`src/rtl/divisor_nb.sv`:
```
// Front-panel integer divider: enter numerator/denominator with buttons, restoring divide, browse results.
// Define DIVISOR_SATURATE_EN to make the entry counter saturate instead of wrapping.
module divisor_nb #(
    parameter int WIDTH = 4
) (
    input  logic             clk,
    input  logic             rst,
    input  logic             up,
    input  logic             down,
    input  logic             ok,
    output logic [WIDTH-1:0] leds,
    output logic [1:0]       phase,
    output logic             busy
);

    localparam int IW = $clog2(WIDTH + 1);

    typedef enum logic [2:0] {
        ENTER_NUM,
        ENTER_DEN,
        DIVIDE,
        SHOW_QUO,
        SHOW_REM
    } state_t;

    state_t           state, state_next;
    logic [WIDTH-1:0] cnt, cnt_next;
    logic [WIDTH-1:0] num, den, quo, rem;
    logic [WIDTH-1:0] dvd, qacc;
    logic [WIDTH-1:0] part_rem, part_next;
    logic [WIDTH:0]   r_shift;
    logic             q_bit;
    logic [IW-1:0]    iter;
    logic             up_q, down_q, ok_q;
    logic             up_e, down_e, ok_e;
    logic             last_iter;

    assign up_e      = up & ~up_q;
    assign down_e    = down & ~down_q;
    assign ok_e      = ok & ~ok_q;
    assign last_iter = (iter == IW'(WIDTH - 1));

    // The partial remainder is always below den, so WIDTH bits suffice once the shift is taken.
    assign r_shift   = {part_rem, dvd[WIDTH-1]};
    assign q_bit     = (r_shift >= {1'b0, den});
    assign part_next = q_bit ? WIDTH'(r_shift - {1'b0, den}) : r_shift[WIDTH-1:0];

    always_comb begin
        cnt_next = cnt;
        if (up_e && !down_e) begin
`ifdef DIVISOR_SATURATE_EN
            cnt_next = (cnt == '1) ? cnt : cnt + 1'b1;
`else
            cnt_next = cnt + 1'b1;
`endif
        end else if (down_e && !up_e) begin
`ifdef DIVISOR_SATURATE_EN
            cnt_next = (cnt == '0) ? cnt : cnt - 1'b1;
`else
            cnt_next = cnt - 1'b1;
`endif
        end
    end

    always_comb begin
        state_next = state;
        case (state)
            ENTER_NUM: if (ok_e) state_next = ENTER_DEN;
            ENTER_DEN: if (ok_e) state_next = DIVIDE;
            DIVIDE:    if (last_iter) state_next = SHOW_QUO;
            SHOW_QUO:  if (ok_e) state_next = SHOW_REM;
            SHOW_REM:  if (ok_e) state_next = ENTER_NUM;
            default:   state_next = ENTER_NUM;
        endcase
    end

    always_ff @(posedge clk or negedge rst) begin
        if (!rst) begin
            state <= ENTER_NUM;
        end else begin
            state <= state_next;
        end
    end

    always_ff @(posedge clk or negedge rst) begin
        if (!rst) begin
            up_q     <= 1'b0;
            down_q   <= 1'b0;
            ok_q     <= 1'b0;
            cnt      <= '0;
            num      <= '0;
            den      <= '0;
            quo      <= '0;
            rem      <= '0;
            dvd      <= '0;
            qacc     <= '0;
            part_rem <= '0;
            iter     <= '0;
        end else begin
            up_q   <= up;
            down_q <= down;
            ok_q   <= ok;
            case (state)
                ENTER_NUM: begin
                    if (ok_e) begin
                        num <= cnt;
                        cnt <= '0;
                    end else begin
                        cnt <= cnt_next;
                    end
                end
                ENTER_DEN: begin
                    if (ok_e) begin
                        den      <= cnt;
                        cnt      <= '0;
                        dvd      <= num;
                        qacc     <= '0;
                        part_rem <= '0;
                        iter     <= '0;
                    end else begin
                        cnt <= cnt_next;
                    end
                end
                DIVIDE: begin
                    part_rem <= part_next;
                    dvd      <= {dvd[WIDTH-2:0], 1'b0};
                    qacc     <= {qacc[WIDTH-2:0], q_bit};
                    iter     <= iter + 1'b1;
                    if (last_iter) begin
                        quo <= {qacc[WIDTH-2:0], q_bit};
                        rem <= part_next;
                    end
                end
                SHOW_REM: begin
                    if (ok_e) cnt <= '0;
                end
                default: ;
            endcase
        end
    end

    always_comb begin
        leds  = '0;
        phase = 2'b00;
        busy  = 1'b0;
        case (state)
            ENTER_NUM: begin
                leds  = cnt;
                phase = 2'b00;
            end
            ENTER_DEN: begin
                leds  = cnt;
                phase = 2'b01;
            end
            DIVIDE: begin
                phase = 2'b10;
                busy  = 1'b1;
            end
            SHOW_QUO: begin
                leds  = quo;
                phase = 2'b10;
            end
            SHOW_REM: begin
                leds  = rem;
                phase = 2'b11;
            end
            default: ;
        endcase
    end

endmodule

```
`config.mk`:
```
export PLATFORM = sky130hd
export DESIGN_NAME = divisor_nb
export DESIGN_NICKNAME = d
export VERILOG_FILES = /design/src/rtl/divisor_nb.sv
export SDC_FILE = /design/constraint.sdc
export NUM_CORES = 1
export LEC_CHECK = 0
export CAP_MARGIN = 20
export CELL_PAD_IN_SITES_DETAIL_PLACEMENT = 1
export CELL_PAD_IN_SITES_GLOBAL_PLACEMENT = 1
export CORE_ASPECT_RATIO = 0.6
export CORE_MARGIN = 5
export CORE_UTILIZATION = 45
export CTS_CLUSTER_DIAMETER = 200
export DETAILED_ROUTE_END_ITERATION = 10
export PLACE_DENSITY = 0.82
export SYNTH_ARGS = -nofsm -noshare
export SYNTH_HDL_FRONTEND = slang
export SYNTH_SLANG_ARGS = --single-unit
```
`constraint.sdc`:
```
create_clock -name clk -period 5.55 [get_ports clk]
set_input_delay 1.665 -clock clk [delete_from_list [all_inputs] [get_ports clk]]
set_output_delay 1.665 -clock clk [all_outputs]
set_load 0.05 [all_outputs]
```
; Word level (Yosys, flattened, before mapping)
; Index checks and enable logic that the tools add are counted.
[totals]
register_bits = 40
input_bits = 5
out_inout_bits = 7
elab_cells = 70
[op_classes]
addsub = 4
magnitude_cmp = 1
eq_ne = 11
mux = 20
n_bitwise = 6
reduce_logical = 15
[op_table]
columns = operator, count
row1 = $mux W4, 6
row2 = $pmux W4 S2, 3
row3 = $mux W3, 5
row4 = $pmux W3 S5, 1
row5 = $pmux W3 S2, 2
row6 = $pmux W4 S3, 1
row7 = $ne A2 B2 Y1 const B, 5
row8 = $eq A3 B2 Y1 const B, 3
row9 = $reduce_and A2 Y1, 4
row10 = $pmux W2 S3, 1
row11 = $ge A5 B4 Y1, 1
row12 = $reduce_and A5 Y1, 1
row13 = $add A4 B1 Y4 const B, 1
row14 = $ne A4 B1 Y1 const B, 1
row15 = $reduce_bool A2 Y1, 2
row16 = $reduce_or A2 Y1, 2
row17 = $sub A4 B1 Y4 const B, 1
row18 = $sub A4 B4 Y4, 1
row19 = $add A3 B1 Y3 const B, 1
row20 = $and A1 B1 Y1, 3
row21 = $eq A3 B1 Y1 const B, 1
row22 = $eq A3 B3 Y1 const B, 1
row23 = $logic_not A3 Y1, 1
row24 = $not A1 Y1, 3
row25 = other kinds (4), 6

; Depth between registers and ports, before layout
; Gate-level depths: netlist (run 1).
[depth]
word_depth = 8
ltp_mapped = 9
ltp_nobuf = 9

; Worst setup path before layout (run 1)
; Ideal clock, no wire load.
[synth_path]
path_type = reg2out
startpoint = reg state[0]
endpoint = out leds[2]
t_arrival_ps = 1833
required_time_ps = 3885
setup_slack_ps = 2052
path_stages_with_launch = 5
n_path_buf = 1
cell_sequence = dfrtp_1 buf_2 and3_1 a21oi_1 o21ai_0
[synth_via]
elab_chain_len = 3
word_cells_on_any_way = 6
cone_classes = eq/ne (3) / mux (1) / reduce/logical (2)
[synth_rtl]
columns = item, line_no
row1 = "start, declared", 26  ; state_t state, state_next;
row2 = "start signal, assigned", 81  ; state <= state_next;
row3 = $eq A3 B1 Y1 or $logic_not A3 Y1 (tied branches), 146  ; case (state)
row4 = $reduce_or A2 Y1 (no source line), n/a
row5 = $pmux W4 S3 *, 146
row6 = "end, declared", 11  ; output logic [WIDTH-1:0] leds,
; Every way passes the cells marked *; elsewhere a longest branch is shown, timed or not.

; Worst setup path after layout (run 1)
[layout_path]
startpoint = reg state[2]
endpoint = out busy
[layout_via]
elab_chain_len = 2
[layout_rtl]
columns = item, line_no
row1 = $eq A3 B2 Y1, 146
row2 = $mux W1, 146
row3 = "end, declared", 13  ; output logic busy
; Every way passes these cells.

==> results of run 1 <==
[cells in the mapped netlist]
master	n	share of area, %
dfrtp_1	40	49
nand2_1	35	6.5
o21ai_0	26	6.4
inv_1	13	2.4
a21oi_1	10	2.5
nand3_1	10	2.5
ha_1	9	5.5
nor2_1	8	1.5
buf_2	5	1.2
mux2_2	5	2.8
and3_1	4	1.2
o22ai_1	4	1.2
nand2_2	3	0.92
nor2b_1	3	0.92
nor3_1	3	0.74
o21ai_2	3	1.3
xnor2_1	3	1.3
a211oi_1	2	0.74
a21o_1	2	0.74
and2_1	2	0.61
fa_1	2	2.0
mux2i_1	2	0.98
nand2b_1	2	0.61
xor2_1	2	0.86
a21boi_4	1	0.92
a21oi_2	1	0.43
a41o_1	1	0.49
and2b_1	1	0.37
and4b_1	1	0.49
buf_6	1	0.55
clkbuf_1	1	0.18
inv_2	1	0.18
mux2_4	1	0.74
nand3_2	1	0.49
o21ai_1	1	0.25
o32ai_1	1	0.43
[cell families after synthesis]
| kind of cell | after synthesis | share of synthesized area, % |
|---|---|---|
| mux | 8 | 4.486 |
| xor+xnor | 5 | 2.152 |
| simple gates | 73 | 16.78 |
| compound gates | 52 | 15.37 |
| fa+ha+maj | 11 | 7.499 |
| flops | 40 | 49.17 |
| buf+inv | 21 | 4.548 |
[per-layer routing]
metal / part of all wire, % / vias up
li1: - / 735
met1: 51 / 749
met2: 44 / 25
met3: 3.8 / 7
met4: 1.0 / 0
met5: 0 / -
[final cells by class]
class	instances	area [um^2]	share of cell area, %
timing repair buffer	11	105.1	4.638
tap	60	75.07	3.313
sequential	40	1001	44.17
multi-input combinational	149	942.2	41.58
inverter	14	52.55	2.319
clock buffer	8	90.09	3.976
[power groups by stage]
stage | sequential [mW] | clock, mW | combinational [mW]
finish | 0.515 | 0.205 | 0.737
global placement | 0.514 | 0 | 0.712
global route | 0.534 | 0.226 | 0.818
floorplan | 0.467 | 0 | 0.574
detailed placement | 0.519 | 0 | 0.738
CTS | 0.513 | 0.207 | 0.744
[flip-flops by register name, indices dropped and copies added, names as in the netlist, 4 cells and up]
signal,flops
num,4
rem,4
dvd,4
cnt,4
quo,4
den,4
part_rem,4
[per-stage QoR]
stage                     power [mW]  setup WS [ns]  hold slack, ns
after floorplan                1.041          2.052          0.4386
after global placement         1.226          1.792          0.4672
after detailed placement       1.257          1.704          0.4711
after CTS                      1.464          1.532          0.4877
after global routing           1.577          1.345          0.5135
final                          1.457          1.530          0.4842
[tightest hold or removal path, cell delays in order (launching register included)]
cell and delay (ns):
dfrtp_1 0.35, nand2_1 0.06, o21ai_2 0.05
[how the worst max path moves through the flow]
stage	startpoint	endpoint
final	state[2]$_DFFE_PN0P_	busy
after global routing	state[2]$_DFFE_PN0P_	busy
after CTS	state[2]$_DFFE_PN0P_	busy
after detailed placement	up	cnt[3]$_DFFE_PN0P_
after global placement	up	cnt[3]$_DFFE_PN0P_
after floorplan	state[0]$_DFFE_PN0P_	leds[2]
==> impl_metrics.yaml, run 1 <==
timing:
  final_min_period_over_clock_period_pct: 72.44
  worstMarginPinSlew_ns: 0.9017
  slew_viol_final: 0
  hold_violations: 0
  relSlewSlack_pct: 39.88
  fin_skew_ns: 0.009578
  grt_setup_unrepaired: "no"
  period_minus_slack_ns: 4.020
  setup_violations: 0
  max_freq_mhz: 248.7
  finalSetupTns_ns: 0
run_status:
  status: "completed"
synth:
  ys_ff_latch: 40
  synth.avg_cell_area_um2: 9.694
  syn_area_mm2: 0.002036
  syn_inst: 210
  synth.distinct_cells: 36
  ys_warn_count: 0
  ys_seq_area_share_pct: 49.17
  syn_nets: 226
grt:
  grt_pass1_vias: 1647
  grt_max_degree: 41
  use_met1_pct: 25.00
  overflow: 0
  grt_use_met2_pct: 27.32
  met3_usage_pct: 4.459
  grt_pass1_wl_um: 8500
  grt-busiest-layer: "met2"
  antenna_found_initial: 0
  gr-usage-all-layers_pct: 17.92
cells_and_area:
  layout_common_cells: "40 x dfrtp_1, 35 x nand2_1, 26 x o21ai_0, 13 x inv_1"
  fillers: 504
  fin_cells: 282
  utilization_pct: 53.52
  syn2layout_area_growth_pct: 11.31
  insertedDiodeCount: 0
  layout-drive-gt1-share_pct: 10.36
  mostFrequentLayoutCell: "dfrtp_1"
  nets: 237
  fin_area_mm2: 0.002266
place:
  portBuffers: 11
  placed_cells: 274
  gp_congestion: 0.7379
  hpwl_um: 3646
  dpl_cell_area_mm2: 0.002176
floorplanning:
  row_count: 18
  die_h_um: 62.10
  io_pins: 12
  die_area_mm2: 0.006013
  fp.dieW_um: 96.83
  core_mm2: 0.004234
  initial_core_util_pct: 48.08
clock_network:
  clock_path_buffers: 2
  cts_made_buffers: 5
  cts.clk_slew.worst_paths_ns: 0.08
  clock_tree.root_cell: "clkbuf_8"
  hold_buffers: 0
  htreeDepth: 2
  clkLatencyLatePin_ns: 0.30
  cts_num_sinks: 40
  cts_tree: "yes"
  postCtsSetupBuffers: 0
  cts_resized: 0
power_and_ir_drop:
  clockPowerShare_pct: 14.1
  power.combinational.fraction_pct: 50.6
  power_density_mw_per_mm2: 642.9
  p_leak_nw: 1.056
  pwr-share-seq_pct: 35.3
  net-switching-power_mw: 0.6710
  sw_frac_of_total_pct: 46.06
  irDropWorstVdd_mv: 0.2551
  power.internal_mw: 0.7858
route:
  first_iter_violations: 62
  drtAntennaViolNets: 0
  vias: 1516
  dr.pass1.iters: 4
  drc_errors: 0
  drt_wl_total_um: 4970
  wl_per_cell_um: 17.62
  via_per_inst: 5.376
worst_setup_path:
  cp_num_buf_inv: 2
  cp.required_ns: 3.88
  critical_path_arrival_ns: 2.36
  crit_cells: 4
  cp_slowest_stage_delay_ns: 0.82
  start_kind: "flip-flop"
  r2r_end: "cnt[3]$_DFFE_PN0P_"
  reg2reg_slack_ns: 3.52
  worstSetupPathType: "reg2out"
  crit_chain: "nor2_1 > nand2_2 > inv_2 > clkdlybuf4s50_1"
  slowest_stage: "clkdlybuf4s50_1"
  cpLargestDelayFamily: "buffers and inverters"
  end_kind: "primary output"
  rr_startpoint: "up_q$_DFF_PN0_"
  path_max_fanout: 19
  reg2reg_depth: 9
worst_hold_path:
  hold-path-endpoint: "rem[0]$_DFFE_PN0P_"
  hp-class: "reg2reg"
  whs_path_depth: 2
  hold_path.startpoint: "rem[0]$_DFFE_PN0P_"
flow_run:
  drv_cap: 0
No activity file was read; power rests on OpenSTA's default activity.
==> run 2, diff against run 1 <==
- CORE_UTILIZATION: 45 -> 41
- PLACE_DENSITY: 0.82 -> 0.79
- clock period: 5.55 -> 3.36 ns (I/O delays scaled with it)
==> run 2 against run 1 <==
Against the previous run:
- core utilization fell by 4.6 points
- die area up 8.4%
- register-to-register slack worse by 2.2 ns
- non-clock buffer count up 3
- combinational power up 71%
- worst setup slack got worse by 1.4 ns
- hold slack got worse by 0.0012 ns
- critical path type unchanged
==> impl_metrics.yaml, run 2 (same netlist as run 1, synthesis figures left out) <==
run_status:
  status: "completed"
cells_and_area:
  seq_area_mm2: 0.001001
  insertedDiodeCount: 0
  syn2layout_area_growth_pct: 12.60
  layout-drive-gt1-share_pct: 11.56
  mostFrequentLayoutCell: "dfrtp_1"
  utilization_pct: 48.94
  multi_input_area_um2: 942.2
  nets: 240
  fillers: 530
  layout_common_cells: "40 x dfrtp_1, 35 x nand2_1, 26 x o21ai_0, 13 x inv_1"
floorplanning:
  io_pins: 12
  die_h_um: 64.58
  initial_core_util_pct: 43.47
  fp.dieW_um: 101.0
  row_count: 19
  die_area_mm2: 0.006521
  core_mm2: 0.004683
route:
  via_per_inst: 5.233
  drc_errors: 0
  first_iter_violations: 46
  vias: 1507
  wl_per_cell_um: 17.48
  drt_wl_total_um: 5035
  drtAntennaViolNets: 0
  dr.pass1.iters: 4
grt:
  gr-usage-all-layers_pct: 16.89
  grt_pass1_vias: 1560
  overflow: 0
  grt_max_degree: 41
  antenna_found_initial: 0
  grt_pass1_wl_um: 8418
worst_setup_path:
  path_max_fanout: 13
  r2r_end: "rem[1]$_DFFE_PN0P_"
  critical_path_arrival_ns: 2.23
  worstSetupPathType: "reg2out"
  rr_startpoint: "part_rem[1]$_DFFE_PN0P_"
  reg2reg_depth: 6
  cp.required_ns: 2.35
  start_kind: "flip-flop"
  end_kind: "primary output"
  reg2reg_slack_ns: 1.29
clock_network:
  cts_num_sinks: 40
  clkLatencyLatePin_ns: 0.29
  postCtsSetupBuffers: 0
  clock_path_buffers: 2
  cts_made_buffers: 5
  hold_buffers: 0
  cts_resized: 0
  cts_tree: "yes"
  htreeDepth: 2
  cts.clk_slew.worst_paths_ns: 0.07
  clock_tree.root_cell: "clkbuf_8"
timing:
  finalWorstSetupSlack_ns: 0.1209
  max_freq_mhz: 308.7
  fin_skew_ns: 0.007843
  relSlewSlack_pct: 39.40
  setup_violations: 0
  hold_violations: 0
  grt_setup_unrepaired: "no"
  period_minus_slack_ns: 3.239
  worstMarginPinSlew_ns: 0.9090
  final_min_period_over_clock_period_pct: 96.40
  finalSetupTns_ns: 0
  slew_viol_final: 0
power_and_ir_drop:
  power.combinational.fraction_pct: 51.7
  sw_frac_of_total_pct: 46.21
  net-switching-power_mw: 1.128
  irDropWorstVdd_mv: 0.4474
  pwr-share-seq_pct: 34.8
  power.internal_mw: 1.313
  clockPowerShare_pct: 13.5
  power_density_mw_per_mm2: 1065
  p_leak_nw: 1.070
worst_hold_path:
  hp-class: "reg2reg"
  whs_path_depth: 2
  hold_path.startpoint: "num[0]$_DFFE_PN0P_"
  hold-path-endpoint: "dvd[0]$_DFFE_PN0P_"
place:
  post-place-ws_ns: 0.1611
  portBuffers: 11
  gp_congestion: 0.7634
  hpwl_um: 3759
flow_run:
  drv_cap: 0
[run 2: changes by cell type in the layout (fill, tap and decap cells not counted)]
cell	before	now
buf_4	0	3
[run 2: area by class of cell]
type | instances | area share [%]
Sequential cell | 40 | 43.67
Multi-Input combinational cell | 149 | 41.10
Clock buffer | 8 | 3.930
Tap cell | 63 | 3.439
Timing Repair Buffer | 14 | 5.568
Inverter | 14 | 2.293
[run 2: worst max path at each step]
stage | slack, ns | depth (start not counted) | start | end
2_1_floorplan | 0.52 | 4 | state[0]$_DFFE_PN0P_ | leds[2]
3_3_place_gp | 0.26 | 10 | up | cnt[3]$_DFFE_PN0P_
3_5_place_dp | 0.16 | 10 | up | cnt[3]$_DFFE_PN0P_
4_1_cts | 0.13 | 5 | state[0]$_DFFE_PN0P_ | leds[3]
5_1_grt | 0.005 | 4 | state[1]$_DFFE_PN0P_ | leds[3]
6_report | 0.12 | 4 | state[1]$_DFFE_PN0P_ | leds[3]
[run 2: critical path: stages, from the launching register on]
cell,delay [ns]
dfrtp_1,0.53
inv_1,0.27
a21oi_1,0.10
o21ai_0,0.20
clkdlybuf4s50_1,0.85
[run 2: layer usage]
| metal | global-route usage [%] | wire length (um) | vias to the layer above |
|---|---|---|---|
| li1 | - | - | 743 |
| met1 | 25.07 | 2722 | 746 |
| met2 | 25.74 | 2145 | 16 |
| met3 | 3.966 | 158 | 2 |
| met4 | 2.488 | 8 | 0 |
| met5 | 0 | 0 | - |
[run 2: power by group through the flow]
stage | sequential (mW) | clock [mW] | combinational (mW)
3_5_place_dp | 0.857 | 0 | 1.26
6_report | 0.849 | 0.330 | 1.26
3_3_place_gp | 0.848 | 0 | 1.21
2_1_floorplan | 0.771 | 0 | 0.949
4_1_cts | 0.847 | 0.342 | 1.27
5_1_grt | 0.874 | 0.370 | 1.39
[run 2: through the flow]
step,instance area [um^2],total power [mW],hold slack [ns],std cells
2_1_floorplan,2036,1.720,0.4386,210
3_3_place_gp,2202,2.054,0.4543,280
3_5_place_dp,2202,2.117,0.4749,280
4_1_cts,2292,2.457,0.4860,288
5_1_grt,2292,2.638,0.5234,288
6_report,2292,2.442,0.4830,288
==> RTL change (settings of run 2) <==
Build with the macro `DIVISOR_SATURATE_EN` defined.
--- a/src/rtl/divisor_nb.sv
+++ b/src/rtl/divisor_nb.sv
@@ -1,5 +1,7 @@
 // Front-panel integer divider: enter numerator/denominator with buttons, restoring divide, browse results.
 // Define DIVISOR_SATURATE_EN to make the entry counter saturate instead of wrapping.
+`define DIVISOR_SATURATE_EN
+
 module divisor_nb #(
     parameter int WIDTH = 4
 ) (
Function: changed (a bounded check fails within 4 cycles, from zero or initial values and one cycle with rst low).
==> RTL change against run 2 <==
  * Power decreased by 2.4%
  * Setup slack improved by 200 ps
  * Non-clock buffer count increased by 2
  * Design area increased by 1.7%
  * Sequential power increased by 2%
  * Sequential cell count unchanged
  * Fmax increased by 6.7%
  * Core utilization decreased by 2.1 points
  * Routed wire length decreased by 1.5%
  * Area after synthesis increased by 2.3%
  * Largest power group unchanged
  * Highest routed layer unchanged
==> RTL change: results <==
[hold_path]
min_to = quo[1]
hp-start = quo[1]

[synthesis]
synthTopCellsByArea = dfrtp_1 48%, nand2_1 7.0%, ha_1 6.0%, o21ai_0 4.3%, mux2_2 3.2%
yosysSeqAreaShare_pct = 48.05
synth_nets = 232
syn_avg_cell_area_um2 = 9.645
muxShareOfSynthArea_pct = 5.165
synth_common_cells = 40 x dfrtp_1, 39 x nand2_1, 18 x o21ai_0
synth-compound-area-share_pct = 16.76
yosys.area_share.adder_pct = 6.967
synth.distinct_cells = 43

[power_and_ir_drop]
switching_share_pct = 45.27
peakVddDrop_mv = 0.3824
power_clock_mw = 0.335
leakage_nw = 1.059
pwr-share-seq_pct = 36.2
combPwrFrac_pct = 49.7

[global_routing]
gr-usage-all-layers_pct = 17.19
use_met2_pct = 23.46
grt_pass1_wl_um = 8687
met1_usage_pct = 26.21

[route]
met1_length_um = 2725
wl_met3_um = 195
wl_per_cell_um = 16.75
met2WireLength_um = 1991
initialDrtViolationCount = 58
viasPerCell = 5.324

[placed_design]
dp_slack_ps = 14.87
port_buffers = 11
place_hpwl_um = 3591
dpl_cell_area_mm2 = 0.002242
gp_congestion = 0.7625
placed_cells = 288

[critical_path]
r2r_start = up_q
r2r-end = cnt[3]
reg2regPathDepth = 9
cp_max_fo = 4
cpLargestDelayFamily = simple AND/OR/NAND/NOR gates
cp.arrival_ps = 3250
cp_slowest_stage_delay_ps = 470

[clock_network]
clk_transition_reported_paths_ps = 80

[sta]
hold_slack_ps = 479.9
skew_ps = 9.182

[layout]
layout.nets = 245
drive_above_1_share_pct = 13.48
stdcell_count = 296
nFillCells = 580

[outcome]
status = complete, no violations
[RTL change: worst max-delay path by stage]
| stage | to | depth (start not counted) | slack, ps | startpoint |
|---|---|---|---|---|
| after global routing | cnt[3] | 10 | 180 | up |
| final | cnt[3] | 10 | 320 | up |
| after global placement | cnt[3] | 9 | 160 | up |
| after CTS | cnt[3] | 10 | 320 | up |
| after floorplan | leds[0] | 4 | 220 | state[1] |
| after detailed placement | cnt[3] | 10 | 10 | up |
[RTL change: worst register-to-register path, cell delays in order (launching register included)]
cell and delay [ps]:
dfrtp_1 370, nor2b_1 160, ha_1 260, inv_1 70
ha_1 360, nand4_1 130, o31ai_1 100, a221oi_1 130
or4_1 420, o211ai_1 120
[RTL change: final cells by class]
type	instances	area, µm²	area share, %
Tap cell	66	82.58	3.541
Sequential cell	40	1001	42.92
Timing Repair Buffer	16	127.6	5.472
Inverter	12	45.04	1.931
Clock buffer	8	90.09	3.863
Multi-Input combinational cell	154	985.9	42.27
